File: src/rtl/seg7_capture_if.sv
// rtl/seg7_capture_if.sv - segment/select bus and captured-frame outputs of seg7_capture
// dp_out exists only when SEG7_CAP_DP_EN is defined.
interface seg7_capture_if;
    logic [7:0]  seg_in;
    logic [5:0]  dig_sel;
    logic [23:0] data_out;
    logic        frame_valid;
    logic        frame_err;
`ifdef SEG7_CAP_DP_EN
    logic [5:0]  dp_out;

    modport master (output seg_in, dig_sel, input data_out, frame_valid, frame_err, dp_out);
    modport slave  (input seg_in, dig_sel, output data_out, frame_valid, frame_err, dp_out);
`else
    modport master (output seg_in, dig_sel, input data_out, frame_valid, frame_err);
    modport slave  (input seg_in, dig_sel, output data_out, frame_valid, frame_err);
`endif
endinterface

File: src/rtl/seg7_capture.sv
// rtl/seg7_capture.sv - samples a multiplexed 7-segment bus and rebuilds 24-bit hex frames
// Optional decimal-point capture on dp_out is enabled by defining SEG7_CAP_DP_EN.
module seg7_capture #(
    parameter int STABLE_CYCLES = 4,
    parameter int SYNC_STAGES   = 2
) (
    input logic           m_clock,
    input logic           p_reset,
    seg7_capture_if.slave bus
);
    typedef enum logic [1:0] {IDLE, SETTLE, HOLD} state_t;

    localparam logic [7:0] STABLE_N = 8'(STABLE_CYCLES);

    logic [13:0] sync_q [SYNC_STAGES];
    logic [13:0] sync_d [SYNC_STAGES];
    logic [5:0]  s_sel;
    logic [7:0]  s_seg;

    state_t      state_q, state_d;
    logic [7:0]  cnt_q, cnt_d;
    logic [5:0]  prev_sel_q, prev_sel_d;
    logic [6:0]  prev_seg_q, prev_seg_d;
    logic [5:0]  mask_q, mask_d;
    logic [5:0]  err_q, err_d;
    logic [23:0] nib_q, nib_d;
    logic [23:0] data_out_q, data_out_d;
    logic        frame_valid_q, frame_valid_d;
    logic        frame_err_q, frame_err_d;
`ifdef SEG7_CAP_DP_EN
    logic [5:0]  dp_q, dp_d;
    logic [5:0]  dp_out_q, dp_out_d;
`else
    logic        unused_dp;
`endif

    logic        one_hot, same, capture;
    logic [7:0]  cnt_now;
    logic [3:0]  dec_nib;
    logic        dec_err;

    always_comb begin
        sync_d[0] = {bus.dig_sel, bus.seg_in};
        for (int i = 1; i < SYNC_STAGES; i++) begin
            sync_d[i] = sync_q[i-1];
        end
    end

    assign s_sel   = sync_q[SYNC_STAGES-1][13:8];
    assign s_seg   = sync_q[SYNC_STAGES-1][7:0];
    assign one_hot = (s_sel != 6'd0) && ((s_sel & (s_sel - 6'd1)) == 6'd0);
    // The dp line never takes part in stability, so a toggling dp cannot hold off capture.
    assign same    = (s_sel == prev_sel_q) && (s_seg[6:0] == prev_seg_q);
    // cnt_q holds how many identical samples have been seen; cnt_now includes this one.
    assign cnt_now = (state_q == SETTLE && same) ? cnt_q + 8'd1 : 8'd1;

    always_comb begin
        dec_nib = 4'h0;
        dec_err = 1'b0;
        case (s_seg[6:0])
            7'h3F: dec_nib = 4'h0;
            7'h06: dec_nib = 4'h1;
            7'h5B: dec_nib = 4'h2;
            7'h4F: dec_nib = 4'h3;
            7'h66: dec_nib = 4'h4;
            7'h6D: dec_nib = 4'h5;
            7'h7D: dec_nib = 4'h6;
            7'h27: dec_nib = 4'h7;
            7'h7F: dec_nib = 4'h8;
            7'h6F: dec_nib = 4'h9;
            7'h77: dec_nib = 4'hA;
            7'h7C: dec_nib = 4'hB;
            7'h38: dec_nib = 4'hC;
            7'h5E: dec_nib = 4'hD;
            7'h79: dec_nib = 4'hE;
            7'h71: dec_nib = 4'hF;
            default: dec_err = 1'b1;
        endcase
    end

    always_comb begin
        state_d       = state_q;
        cnt_d         = cnt_q;
        prev_sel_d    = s_sel;
        prev_seg_d    = s_seg[6:0];
        mask_d        = mask_q;
        err_d         = err_q;
        nib_d         = nib_q;
        data_out_d    = data_out_q;
        frame_valid_d = 1'b0;
        frame_err_d   = frame_err_q;
        capture       = 1'b0;
`ifdef SEG7_CAP_DP_EN
        dp_d          = dp_q;
        dp_out_d      = dp_out_q;
`endif
        if (!one_hot) begin
            state_d = IDLE;
            cnt_d   = 8'd0;
        end else if (state_q == HOLD && same) begin
            state_d = HOLD;
        end else if (cnt_now == STABLE_N) begin
            capture = 1'b1;
            state_d = HOLD;
            cnt_d   = 8'd0;
        end else begin
            state_d = SETTLE;
            cnt_d   = cnt_now;
        end

        if (capture) begin
            for (int i = 0; i < 6; i++) begin
                if (s_sel[i]) begin
                    nib_d[4*i +: 4] = dec_nib;
                    err_d[i]        = dec_err;
                    mask_d[i]       = 1'b1;
`ifdef SEG7_CAP_DP_EN
                    dp_d[i]         = s_seg[7];
`endif
                end
            end
            if ((mask_q | s_sel) == 6'h3F) begin
                data_out_d    = nib_d;
                frame_err_d   = |err_d;
                frame_valid_d = 1'b1;
                mask_d        = 6'd0;
                err_d         = 6'd0;
`ifdef SEG7_CAP_DP_EN
                dp_out_d      = dp_d;
`endif
            end
        end
    end

    always_ff @(posedge m_clock or negedge p_reset) begin
        if (!p_reset) begin
            for (int i = 0; i < SYNC_STAGES; i++) begin
                sync_q[i] <= 14'd0;
            end
            state_q       <= IDLE;
            cnt_q         <= 8'd0;
            prev_sel_q    <= 6'd0;
            prev_seg_q    <= 7'd0;
            mask_q        <= 6'd0;
            err_q         <= 6'd0;
            nib_q         <= 24'd0;
            data_out_q    <= 24'd0;
            frame_valid_q <= 1'b0;
            frame_err_q   <= 1'b0;
`ifdef SEG7_CAP_DP_EN
            dp_q          <= 6'd0;
            dp_out_q      <= 6'd0;
`endif
        end else begin
            for (int i = 0; i < SYNC_STAGES; i++) begin
                sync_q[i] <= sync_d[i];
            end
            state_q       <= state_d;
            cnt_q         <= cnt_d;
            prev_sel_q    <= prev_sel_d;
            prev_seg_q    <= prev_seg_d;
            mask_q        <= mask_d;
            err_q         <= err_d;
            nib_q         <= nib_d;
            data_out_q    <= data_out_d;
            frame_valid_q <= frame_valid_d;
            frame_err_q   <= frame_err_d;
`ifdef SEG7_CAP_DP_EN
            dp_q          <= dp_d;
            dp_out_q      <= dp_out_d;
`endif
        end
    end

    assign bus.data_out    = data_out_q;
    assign bus.frame_valid = frame_valid_q;
    assign bus.frame_err   = frame_err_q;
`ifdef SEG7_CAP_DP_EN
    assign bus.dp_out      = dp_out_q;
`else
    assign unused_dp       = s_seg[7];
`endif
endmodule

File: src/flat_wrapper.sv
// flat-port wrapper written by rule: the top's interface ports become plain ports
module seg7_capture_flat 
#(
    parameter int STABLE_CYCLES = 4,
    parameter int SYNC_STAGES   = 2
)
  (m_clock, p_reset, bus_seg_in, bus_dig_sel, bus_data_out, bus_frame_valid, bus_frame_err);
  seg7_capture_if bus_i ();
  input logic m_clock;
  input logic p_reset;
  input wire logic [$bits(bus_i.seg_in)-1:0] bus_seg_in;
  input wire logic [$bits(bus_i.dig_sel)-1:0] bus_dig_sel;
  output wire logic [$bits(bus_i.data_out)-1:0] bus_data_out;
  output wire logic [$bits(bus_i.frame_valid)-1:0] bus_frame_valid;
  output wire logic [$bits(bus_i.frame_err)-1:0] bus_frame_err;
  assign bus_i.seg_in = bus_seg_in;
  assign bus_i.dig_sel = bus_dig_sel;
  assign bus_data_out = bus_i.data_out;
  assign bus_frame_valid = bus_i.frame_valid;
  assign bus_frame_err = bus_i.frame_err;
  seg7_capture #(.STABLE_CYCLES(STABLE_CYCLES), .SYNC_STAGES(SYNC_STAGES)) u_core (.m_clock(m_clock), .p_reset(p_reset), .bus(bus_i));
endmodule
File: config.mk
export PLATFORM = sky130hd
export DESIGN_NAME = seg7_capture_flat
export DESIGN_NICKNAME = d
export VERILOG_FILES = /design/src/rtl/seg7_capture_if.sv /design/src/rtl/seg7_capture.sv /design/src/flat_wrapper.sv
export SDC_FILE = /design/constraint.sdc
export NUM_CORES = 1
export LEC_CHECK = 0
export ABC_AREA = 1
export CAP_MARGIN = 25
export CORE_UTILIZATION = 55
export DETAILED_ROUTE_END_ITERATION = 10
export HOLD_SLACK_MARGIN = 0.15
export PLACE_DENSITY = 0.85
export SLEW_MARGIN = 5
export SYNTH_ARGS = -nofsm -noshare
export SYNTH_HDL_FRONTEND = slang
export SYNTH_SLANG_ARGS = --single-unit
File: constraint.sdc
create_clock -name m_clock -period 4.2 [get_ports m_clock]
set_input_delay 0.63 -clock m_clock [delete_from_list [all_inputs] [get_ports m_clock]]
set_output_delay 0.63 -clock m_clock [all_outputs]
set_load 0.02 [all_outputs]
## Yosys cells after proc, flatten, opt, wreduce, memory -nomap -nowiden

Index checks and enable logic that the tools add are counted.

| storage, ports and cells | value |
|---|---|
| flip-flop bits (word level) | 113 |
| bits of input ports | 16 |
| output and inout port bits | 26 |
| word-level logic and storage cells | 105 |

| operators by class | value |
|---|---|
| $add $sub $neg | 2 |
| eq/ne operators | 23 |
| mux-type cells | 40 |
| bitwise gates (word level) | 2 |
| reductions and logical operators | 21 |

Operator list:

| kind | number |
|---|---|
| == test 7 bit, second input constant | 12 |
| one-hot mux 4 bit (15 select lines) | 1 |
| two-way mux 8 bit | 4 |
| two-way mux 1 bit | 24 |
| two-way mux 4 bit | 6 |
| == test 7 x 6 -> 1 bit, second input constant | 3 |
| OR reduction 16 bit | 1 |
| AND reduction 2 bit | 7 |
| two-way mux 6 bit | 2 |
| nonzero test 2 bit | 6 |
| adder 8 x 1 -> 8 bit, second input constant | 1 |
| == test 8 x 3 -> 1 bit, second input constant | 1 |
| == test 7 x 3 -> 1 bit, second input constant | 1 |
| == test 7 bit | 1 |
| AND 6 bit | 1 |
| == test 6 bit | 1 |
| == test 6 bit, second input constant | 1 |
| logical NOT 6 bit | 1 |
| two-way mux 2 bit | 3 |
| OR 6 bit | 1 |
| nonzero test 6 bit | 1 |
| OR reduction 6 bit | 1 |
| subtractor 6 x 1 -> 6 bit, second input constant | 1 |
| logical AND 1 bit | 4 |
| 3 further kinds | 3 |

## Depth between registers and ports, before layout

Gate-level depths: netlist (run 1).

| logic depth | value |
|---|---|
| depth in word-level cells | 10 |
| depth in mapped cells | 17 |

## Least setup slack after synthesis (run 1)

Ideal clock, no wire load.

| timing | value |
|---|---|
| path type | reg2reg |
| from | register u_core.sync_q, in the netlist u_core.prev_sel_d[2] |
| to | register u_core.err_q[2] |
| library setup time | 0.117 ns |
| arrival | 1.792 ns |
| slack | 2.291 ns |
| cell stages (with the launch flop) | 15 |
| buffers on the path | 3 |
| period minus slack after synthesis | 1.909 ns |
| cell sequence | dfrtp_1 -> buf_6 -> inv_4 -> or2_1 -> nand3_1 -> nor2_2 -> nand3_4 -> nor2_4 -> nand2_2 -> nor2_4 -> nand2_2 -> buf_6 -> buf_6 -> o21ai_1 -> inv_1 |

| between the ends | value |
|---|---|
| cells in the longest elaborated chain, start to end | 8 |
| elaborated cells between the ends (all ways) | 19 |

RTL lines:

| what | RTL line | source |
|---|---|---|
| start: declaration | seg7_capture.sv:15 | `logic [13:0] sync_q [SYNC_STAGES];` |
| start signal: indexed assignment | seg7_capture.sv:156 | `sync_q[i] <= sync_d[i];` |
| == test 6 bit | seg7_capture.sv:53 | `assign same = (s_sel == prev_sel_q) && (s_seg[6:0] == prev_seg_q);` |
| logical AND 1 bit | seg7_capture.sv:53 |  |
| logical AND 1 bit | seg7_capture.sv:55 | `assign cnt_now = (state_q == SETTLE && same) ? cnt_q + 8'd1 : 8'd1;` |
| two-way mux 8 bit | seg7_capture.sv:55 |  |
| == test 8 x 3 -> 1 bit | seg7_capture.sv:102 | `end else if (cnt_now == STABLE_N) begin` |
| two-way mux 1 bit | seg7_capture.sv:102 |  |
| two-way mux 1 bit | seg7_capture.sv:100 | `end else if (state_q == HOLD && same) begin` |
| two-way mux 1 bit | seg7_capture.sv:97 | `if (!one_hot) begin` |
| end signal: assignment | seg7_capture.sv:163 | `err_q <= err_d;` |
| end: declaration | seg7_capture.sv:25 | `logic [5:0] err_q, err_d;` |

Parallel ways exist; a longest one is shown, timed or not. The select of a mux whose other input is x is not followed.
A chain may end at the register's enable or synchronous reset.

## Worst setup path after layout (run 1)

| timing | value |
|---|---|
| from | register u_core.sync_q, in the netlist u_core.prev_sel_d[5] |
| to | register u_core.data_out_q[12], in the netlist u_core.bus.data_out[12] |

| between the ends | value |
|---|---|
| cells in the longest elaborated chain, start to end | 9 |
| elaborated cells between the ends (all ways) | 17 |

RTL lines:

| what | RTL line | source |
|---|---|---|
| == test 6 bit | seg7_capture.sv:53 |  |
| logical AND 1 bit | seg7_capture.sv:53 |  |
| logical AND 1 bit | seg7_capture.sv:55 |  |
| two-way mux 8 bit | seg7_capture.sv:55 |  |
| == test 8 x 3 -> 1 bit | seg7_capture.sv:102 |  |
| two-way mux 1 bit | seg7_capture.sv:102 |  |
| two-way mux 1 bit | seg7_capture.sv:100 |  |
| two-way mux 1 bit | seg7_capture.sv:97 |  |
| AND reduction 2 bit (no source line) * | -- |  |
| end signal: assignment | seg7_capture.sv:165 | `data_out_q <= data_out_d;` |
| end: declaration | seg7_capture.sv:27 | `logic [23:0] data_out_q, data_out_d;` |

Every way passes the cells marked *; elsewhere a longest branch is shown, timed or not.

==> flow_summary.json, run 1 <==
{
  "leakagePower_nw": 3.16,
  "diodes": 0,
  "post-route-util_pct": 63.5,
  "initial_core_util_pct": 56.5,
  "fmax_ghz": 0.343,
  "fp.dieW_um": 99.4,
  "hpwlAfterDp_um": 6930,
  "max-vdd-ir-drop_mv": 0.221,
  "synth_top_area_cell": "dfrtp_1",
  "synth_top_area_share_pct": 53.2,
  "clkTransAtPathRegs_ns": 0.11,
  "die_area_um2": 9890,
  "pwr_density_cell_nw_per_um2": 324,
  "regToRegSetupSlack_ns": 1.28,
  "cts_setup_buffers": 0,
  "period_share_pct": 69.5,
  "synth.top_cells.by_area": "dfrtp_1 (53%), nand2_1 (13%), inv_1 (8.2%)",
  "seq_power_share_pct": 58.4,
  "tritoncts": "done",
  "area_growth_pct": 12.4,
  "critPathBufInv": 2,
  "hold_path.class": "reg -> reg",
  "grt_pass1_wl_um": 17900,
  "worstSetupPathType": "reg -> reg",
  "cts_sinks": 111,
  "clock_latency_ns": 0.37,
  "io_buffers": 40,
  "syn-num-nets": 662,
  "crit_path_cell_trace": "inv_1 -> nand2_1 -> nand2_1 -> nor2_1 -> nand2_1 -> nor2_4 -> nand3_4 -> nor3_2 -> nand2_1 -> nor2_2 -> nand3_1 -> nand2_1 -> inv_1",
  "grt_pass1_vias": 4063,
  "htree_levels": 3,
  "yosysWarnings": 0,
  "cp_max_fo": 23,
  "cts_buffers": 9,
  "yosysSeqAreaShare_pct": 53.2,
  "slowest_delay_ns": 0.70,
  "timing.rr.end": "u_core.bus.data_out[12]",
  "cts.hold.buffers_added": 0,
  "grt_usage_pct": 22.8,
  "crit_path_frequent_cell": "nand2_1",
  "slew_violations": 0,
  "vias": 4262,
  "drtPass1Iterations": 5,
  "drt_iter0_markers": 325,
  "coreArea_um2": 9240,
  "hold_slack_ns": 0.358,
  "setup_tns_ns": 0,
  "rsz0062_at_grt": "false",
  "intPower_mw": 1.42,
  "cts-root-buf": "clkbuf_8",
  "p_sw_mw": 0.484,
  "crit_arrival_ns": 3.20,
  "rr_worst_depth": 13,
  "row_count": 35,
  "finalSetupViolations": 0,
  "r2r_start": "u_core.prev_sel_d[5]",
  "synth_cell_types": 33,
  "avgSynthCellArea_um2": 8.10,
  "wl_um": 10400,
  "drc": 0,
  "cp_top_family": "simple AND/OR/NAND/NOR gates",
  "multi_input_area_um2": 1830,
  "syn_area_um2": 5220,
  "tightest_slew_ns": 1.01,
  "clk_path_buf_depth": 2,
  "cp.required_ns": 4.48,
  "end_kind": "flip-flop",
  "fillers": 774,
  "finalCriticalPeriod_ns": 2.92,
  "postRouteAntennaNets": 0,
  "nets": 694,
  "crit_slowest_cell": "nor2_2",
  "finalHoldViolCount": 0,
  "cp.depth": 13,
  "routabilityCongestion": 0.945,
  "boundaryPins": 42,
  "grt_antenna_before_repair": 0,
  "pwr-share-comb_pct": 6.1,
  "p_sw_share_pct": 25.5,
  "relSlewSlack_pct": 31.8,
  "die_h_um": 99.4,
  "drive_above_1_share_pct": 5.87,
  "syn-instance-count": 645,
  "cap_violations": 0,
  "ys_ff_latch": 111,
  "grt_start_max_net_pins": 57,
  "regArea_um2": 2780,
  "status": "finished, final reports clean",
  "cp-endpoint": "u_core.bus.data_out[12]",
  "grt_overflow_total": 0,
  "crit_start": "u_core.prev_sel_d[5]",
  "wl_per_cell_um": 12.8,
  "clkPwrFrac_pct": 35.5,
  "via_per_inst": 5.26,
  "start_kind": "flip-flop",
  "skew_ns": 0.00984,
  "cts.repair.resized": 0
}
routing by layer:
| metal | vias to the layer above | routed length (um) | track usage [%] |
|---|---|---|---|
| met4 | 0 | 211 | 10.4 |
| met5 | - | 0 | 0 |
| met3 | 30 | 679 | 3.72 |
| met1 | 2001 | 4360 | 29.2 |
| met2 | 179 | 5110 | 38.2 |
| li1 | 2052 | - | - |
layout make-up:
class	count	share of cell area (%)
clock inverter	7	1.47
multi-input combinational	392	31.1
tap	129	2.75
clock buffer	9	2.11
sequential	111	47.3
inverter	118	7.63
timing repair buffer	45	7.63
through the flow:
step	power (mW)	std cells	cell area (um2)	setup slack (ns)
after global placement	1.24	794	5640	1.29
after detailed placement	1.25	795	5660	1.34
after floorplan	1.19	645	5220	2.29
after CTS	1.91	811	5870	1.33
final	1.90	811	5870	1.28
after global routing	1.97	811	5870	0.929
synthesized netlist by cell type (all sizes together):
master,count
nand2,183
inv,118
dfrtp,111
o21ai,62
nor2,52
nand3,47
buf,17
nand4,15
a21oi,8
clkbuf,7
mux2i,6
o22ai,5
nor3,4
xnor2,3
a22oi,2
or2,2
a22o,1
ha,1
xor2,1
cell usage in the layout, fill, tap and decap left out, types with 2 or more instances in the layout:
cell type / n
clkinv_4: 2
buf_4: 5
nand2_2: 2
clkbuf_8: 9
nand2_1: 181
nor2_4: 3
inv_4: 2
nor2_2: 2
o22ai_1: 5
dfrtp_1: 111
nand3_1: 45
inv_8: 2
o21ai_1: 29
nor2_1: 47
inv_2: 2
o21ai_0: 31
xnor2_1: 3
o21ai_2: 2
clkdlybuf4s50_1: 39
nor3_1: 3
a21oi_1: 8
inv_1: 114
nand4_1: 14
mux2i_1: 6
a22oi_1: 2
power by group through the flow:
stage | Clock, mW | Sequential (mW) | Combinational [mW]
floorplan | 0 | 1.12 | 0.0740
global placement | 0 | 1.13 | 0.110
detailed placement | 0 | 1.13 | 0.115
CTS | 0.685 | 1.11 | 0.116
global route | 0.727 | 1.11 | 0.131
finish | 0.675 | 1.11 | 0.115
flip-flops by register name, indices dropped and copies added, names as in the netlist:
name and count:
u_core.prev_sel_q 6, u_core.cnt_q 8, u_core.nib_q 24, u_core.bus.data_out 24, u_core.bus.frame_err 1, u_core.prev_sel_d 6, u_core.mask_q 6, u_core.bus.frame_valid 1
u_core.state_q 2, u_core.prev_seg_q 7, u_core.prev_seg_d 7, u_core.err_q 6, u_core.sync_d 13
logic make-up (layout without fill, tap and decap cells):
family / count (synthesis) / count (layout) / share of synthesized area (%)
compound gates: 78 / 78 / 7.91
xor+xnor: 4 / 4 / 0.671
fa+ha+maj: 1 / 1 / 0.240
buf+inv: 142 / 179 / 11.9
flops: 111 / 111 / 53.2
mux: 6 / 6 / 1.15
simple gates: 303 / 303 / 25.0
worst min-delay path by stage:
stage / depth (start not counted) / slack [ns] / to / start
5_1_grt: 0 / 0.37 / u_core.prev_sel_d[3] / u_core.sync_d[11]
3_5_place_dp: 0 / 0.33 / u_core.prev_seg_d[0] / u_core.sync_d[0]
4_1_cts: 0 / 0.36 / u_core.prev_sel_d[4] / u_core.sync_d[12]
2_1_floorplan: 0 / 0.33 / u_core.bus.data_out[0] / p_reset
6_report: 0 / 0.36 / u_core.prev_sel_d[2] / u_core.sync_d[10]
3_3_place_gp: 0 / 0.33 / u_core.prev_sel_d[4] / u_core.sync_d[12]
Power figures use the tool's default switching activity.
==> run 2, diff against run 1 <==
==> constraint.sdc (replaced) <==
create_clock -name m_clock -period 2.7 [get_ports m_clock]
set_input_delay 0.405 -clock m_clock [delete_from_list [all_inputs] [get_ports m_clock]]
set_output_delay 0.405 -clock m_clock [all_outputs]
set_load 0.02 [all_outputs]
==> run 2 against run 1 <==
  * Largest cell class unchanged
  * Sequential share of layout area is 0.75 points lower
  * Clock-buffer cell count is 1 higher
  * Sequential power is 55% higher
  * Utilization grew 1.0 points
  * Routed wire length is 3.9% higher
  * Critical endpoint is now u_core.nib_q[18]
  * Worst setup slack got worse by 0.95 ns
  * Highest routed layer unchanged
  * Worst hold slack got worse by 0.00085 ns
  * Critical path depth stayed put
  * Clock skew grew 0.0028 ns
==> flow_summary.json, run 2 (same netlist as run 1, synthesis figures left out) <==
{
  "final_cell_mix": "nand2_1 (181), inv_1 (114), dfrtp_1 (111), nor2_1 (47), nand3_1 (45)",
  "status": "finished, final reports clean",
  "setup_tns_ns": 0,
  "r2r_start": "u_core.prev_sel_d[0]",
  "pwr-share-comb_pct": 7.0,
  "cts_buffers": 9,
  "slew_violations": 0,
  "skew_ns": 0.0126,
  "clkPwrFrac_pct": 33.0,
  "rsz0062_at_grt": "false",
  "end_kind": "flip-flop",
  "via_per_inst": 5.22,
  "postRouteAntennaNets": 0,
  "p_sw_share_pct": 25.6,
  "crit_arrival_ns": 2.67,
  "crit_start": "u_core.prev_sel_d[0]",
  "cp-endpoint": "u_core.nib_q[18]",
  "critPathBufInv": 3,
  "regToRegSetupSlack_ns": 0.34,
  "grt_antenna_before_repair": 0,
  "drt_iter0_markers": 327,
  "boundaryPins": 42,
  "seq_power_share_pct": 60.0,
  "intPower_mw": 2.13,
  "post-route-util_pct": 64.6,
  "fp.dieW_um": 99.4,
  "placedCellCount": 807,
  "initial_core_util_pct": 56.5,
  "hpwlAfterDp_um": 7660,
  "cts_setup_buffers": 0,
  "layout_commonest_cell": "nand2_1",
  "fin_area_um2": 5970,
  "vias": 4300,
  "io_buffers": 40,
  "area_growth_pct": 14.2,
  "wl_um": 10800,
  "routabilityCongestion": 0.992,
  "cp_max_fo": 20,
  "pwr_density_cell_nw_per_um2": 480,
  "row_count": 35,
  "rr_worst_depth": 13,
  "grt_pass1_vias": 4316,
  "finalSetupViolations": 0,
  "drive_above_1_share_pct": 7.35,
  "diodes": 0,
  "finalCriticalPeriod_ns": 2.36,
  "finalPower_mw": 2.87,
  "drtPass1Iterations": 5,
  "htree_levels": 3,
  "grt_usage_pct": 24.1,
  "die_h_um": 99.4,
  "clkTransAtPathRegs_ns": 0.10,
  "cap_violations": 0,
  "cp_top_family": "simple AND/OR/NAND/NOR gates",
  "crit_path_cell_trace": "inv_4 -> nand2_1 -> nand2_1 -> nor2_1 -> nand2_1 -> nor2_4 -> nand3_1 -> nand2_1 -> inv_1 -> nand2_2 -> buf_4 -> nand2_1 -> o21ai_1",
  "start_kind": "flip-flop",
  "timing.rr.end": "u_core.nib_q[18]",
  "worstSetupPathType": "reg -> reg",
  "nets": 707,
  "cp.depth": 13,
  "wl_per_cell_um": 13.1,
  "grt_pass1_wl_um": 19000,
  "grt_overflow_total": 0,
  "p_sw_mw": 0.733,
  "coreArea_um2": 9240,
  "max-vdd-ir-drop_mv": 0.394,
  "tightest_slew_ns": 0.761,
  "clk_path_buf_depth": 2,
  "clock_latency_ns": 0.38,
  "stdcell_count": 823,
  "fmax_ghz": 0.423,
  "place_area_um2": 5780,
  "fillers": 753,
  "period_share_pct": 87.5,
  "slowest_delay_ns": 0.66,
  "crit_slowest_cell": "dfrtp_1",
  "drc": 0,
  "grt_start_max_net_pins": 61,
  "die_area_um2": 9890,
  "crit_path_frequent_cell": "nand2_1",
  "cts_sinks": 111,
  "leakagePower_nw": 3.23,
  "cp.required_ns": 3.00,
  "cts-root-buf": "clkbuf_8",
  "tritoncts": "done",
  "relSlewSlack_pct": 49.3,
  "finalHoldViolCount": 0,
  "hold_path.class": "reg -> reg"
}
==> run 2: cell types whose count changed in the layout (fill, tap and decap cells not counted) <==
cell and delta:
buf_12 +2, clkinv_2 +1, dlygate4sd3_1 +1, bufinv_16 -1, buf_4 +10, clkbuf_8 +1
inv_8 -1, clkinvlp_4 -1
==> run 2: cell type report <==
class	instances	area, um2	area share (%)
clock buffer	10	138	2.31
clock inverter	5	42.5	0.713
inverter	118	448	7.51
multi-input combinational	392	1830	30.6
sequential	111	2780	46.6
tap	129	161	2.71
timing repair buffer	58	573	9.61
==> run 2: repair_timing <==
action,4_1_cts,5_1_grt
hold buffers,1,0
gates resized for setup,0,0
endpoints found under the hold margin,57,0
==> run 2: worst reg2reg max path: stages, from the launching register on <==
cell and delay [ns]:
dfrtp_1 0.66, inv_4 0.10, nand2_1 0.08, nand2_1 0.05
nor2_1 0.09, nand2_1 0.09, nor2_4 0.18, nand3_1 0.13
nand2_1 0.17, inv_1 0.09, nand2_2 0.21, buf_4 0.28
nand2_1 0.09, o21ai_1 0.08
==> run 2: how the worst min path moves through the flow <==
| stage | to | slack, ns | start | cells after the start |
|---|---|---|---|---|
| 4_1_cts | u_core.prev_sel_d[0] | 0.36 | u_core.sync_d[8] | 0 |
| 2_1_floorplan | u_core.bus.data_out[0] | 0.11 | p_reset | 0 |
| 5_1_grt | u_core.prev_sel_d[0] | 0.36 | u_core.sync_d[8] | 0 |
| 6_report | u_core.prev_sel_d[0] | 0.36 | u_core.sync_d[8] | 0 |
| 3_5_place_dp | u_core.prev_seg_d[4] | 0.33 | u_core.sync_d[4] | 0 |
| 3_3_place_gp | u_core.prev_seg_d[5] | 0.33 | u_core.sync_d[5] | 0 |
==> run 2: through the flow <==
stage / hold WS (ns) / worst slack (ns)
global placement: 0.332 / 0.433
finish: 0.357 / 0.337
global route: 0.361 / 0.101
floorplan: 0.109 / 0.791
CTS: 0.358 / 0.322
detailed placement: 0.335 / 0.352
==> run 2: power by group through the flow <==
stage                     clock [mW]  sequential (mW)  combinational (mW)
after floorplan                    0             1.74               0.115
after global placement             0             1.75               0.188
after detailed placement           0             1.75               0.198
after CTS                      0.955             1.72               0.200
after global routing            1.02             1.72               0.228
final                          0.946             1.72               0.199
==> run 2: metal layers <==
| layer | vias to the layer above | part of all wire [%] | track usage [%] |
|---|---|---|---|
| met5 | - | 0 | 0 |
| met4 | 0 | 2.6 | 9.84 |
| met3 | 33 | 5.5 | 3.87 |
| met2 | 156 | 49 | 41.3 |
| met1 | 2025 | 42 | 30.7 |
| li1 | 2086 | - | - |
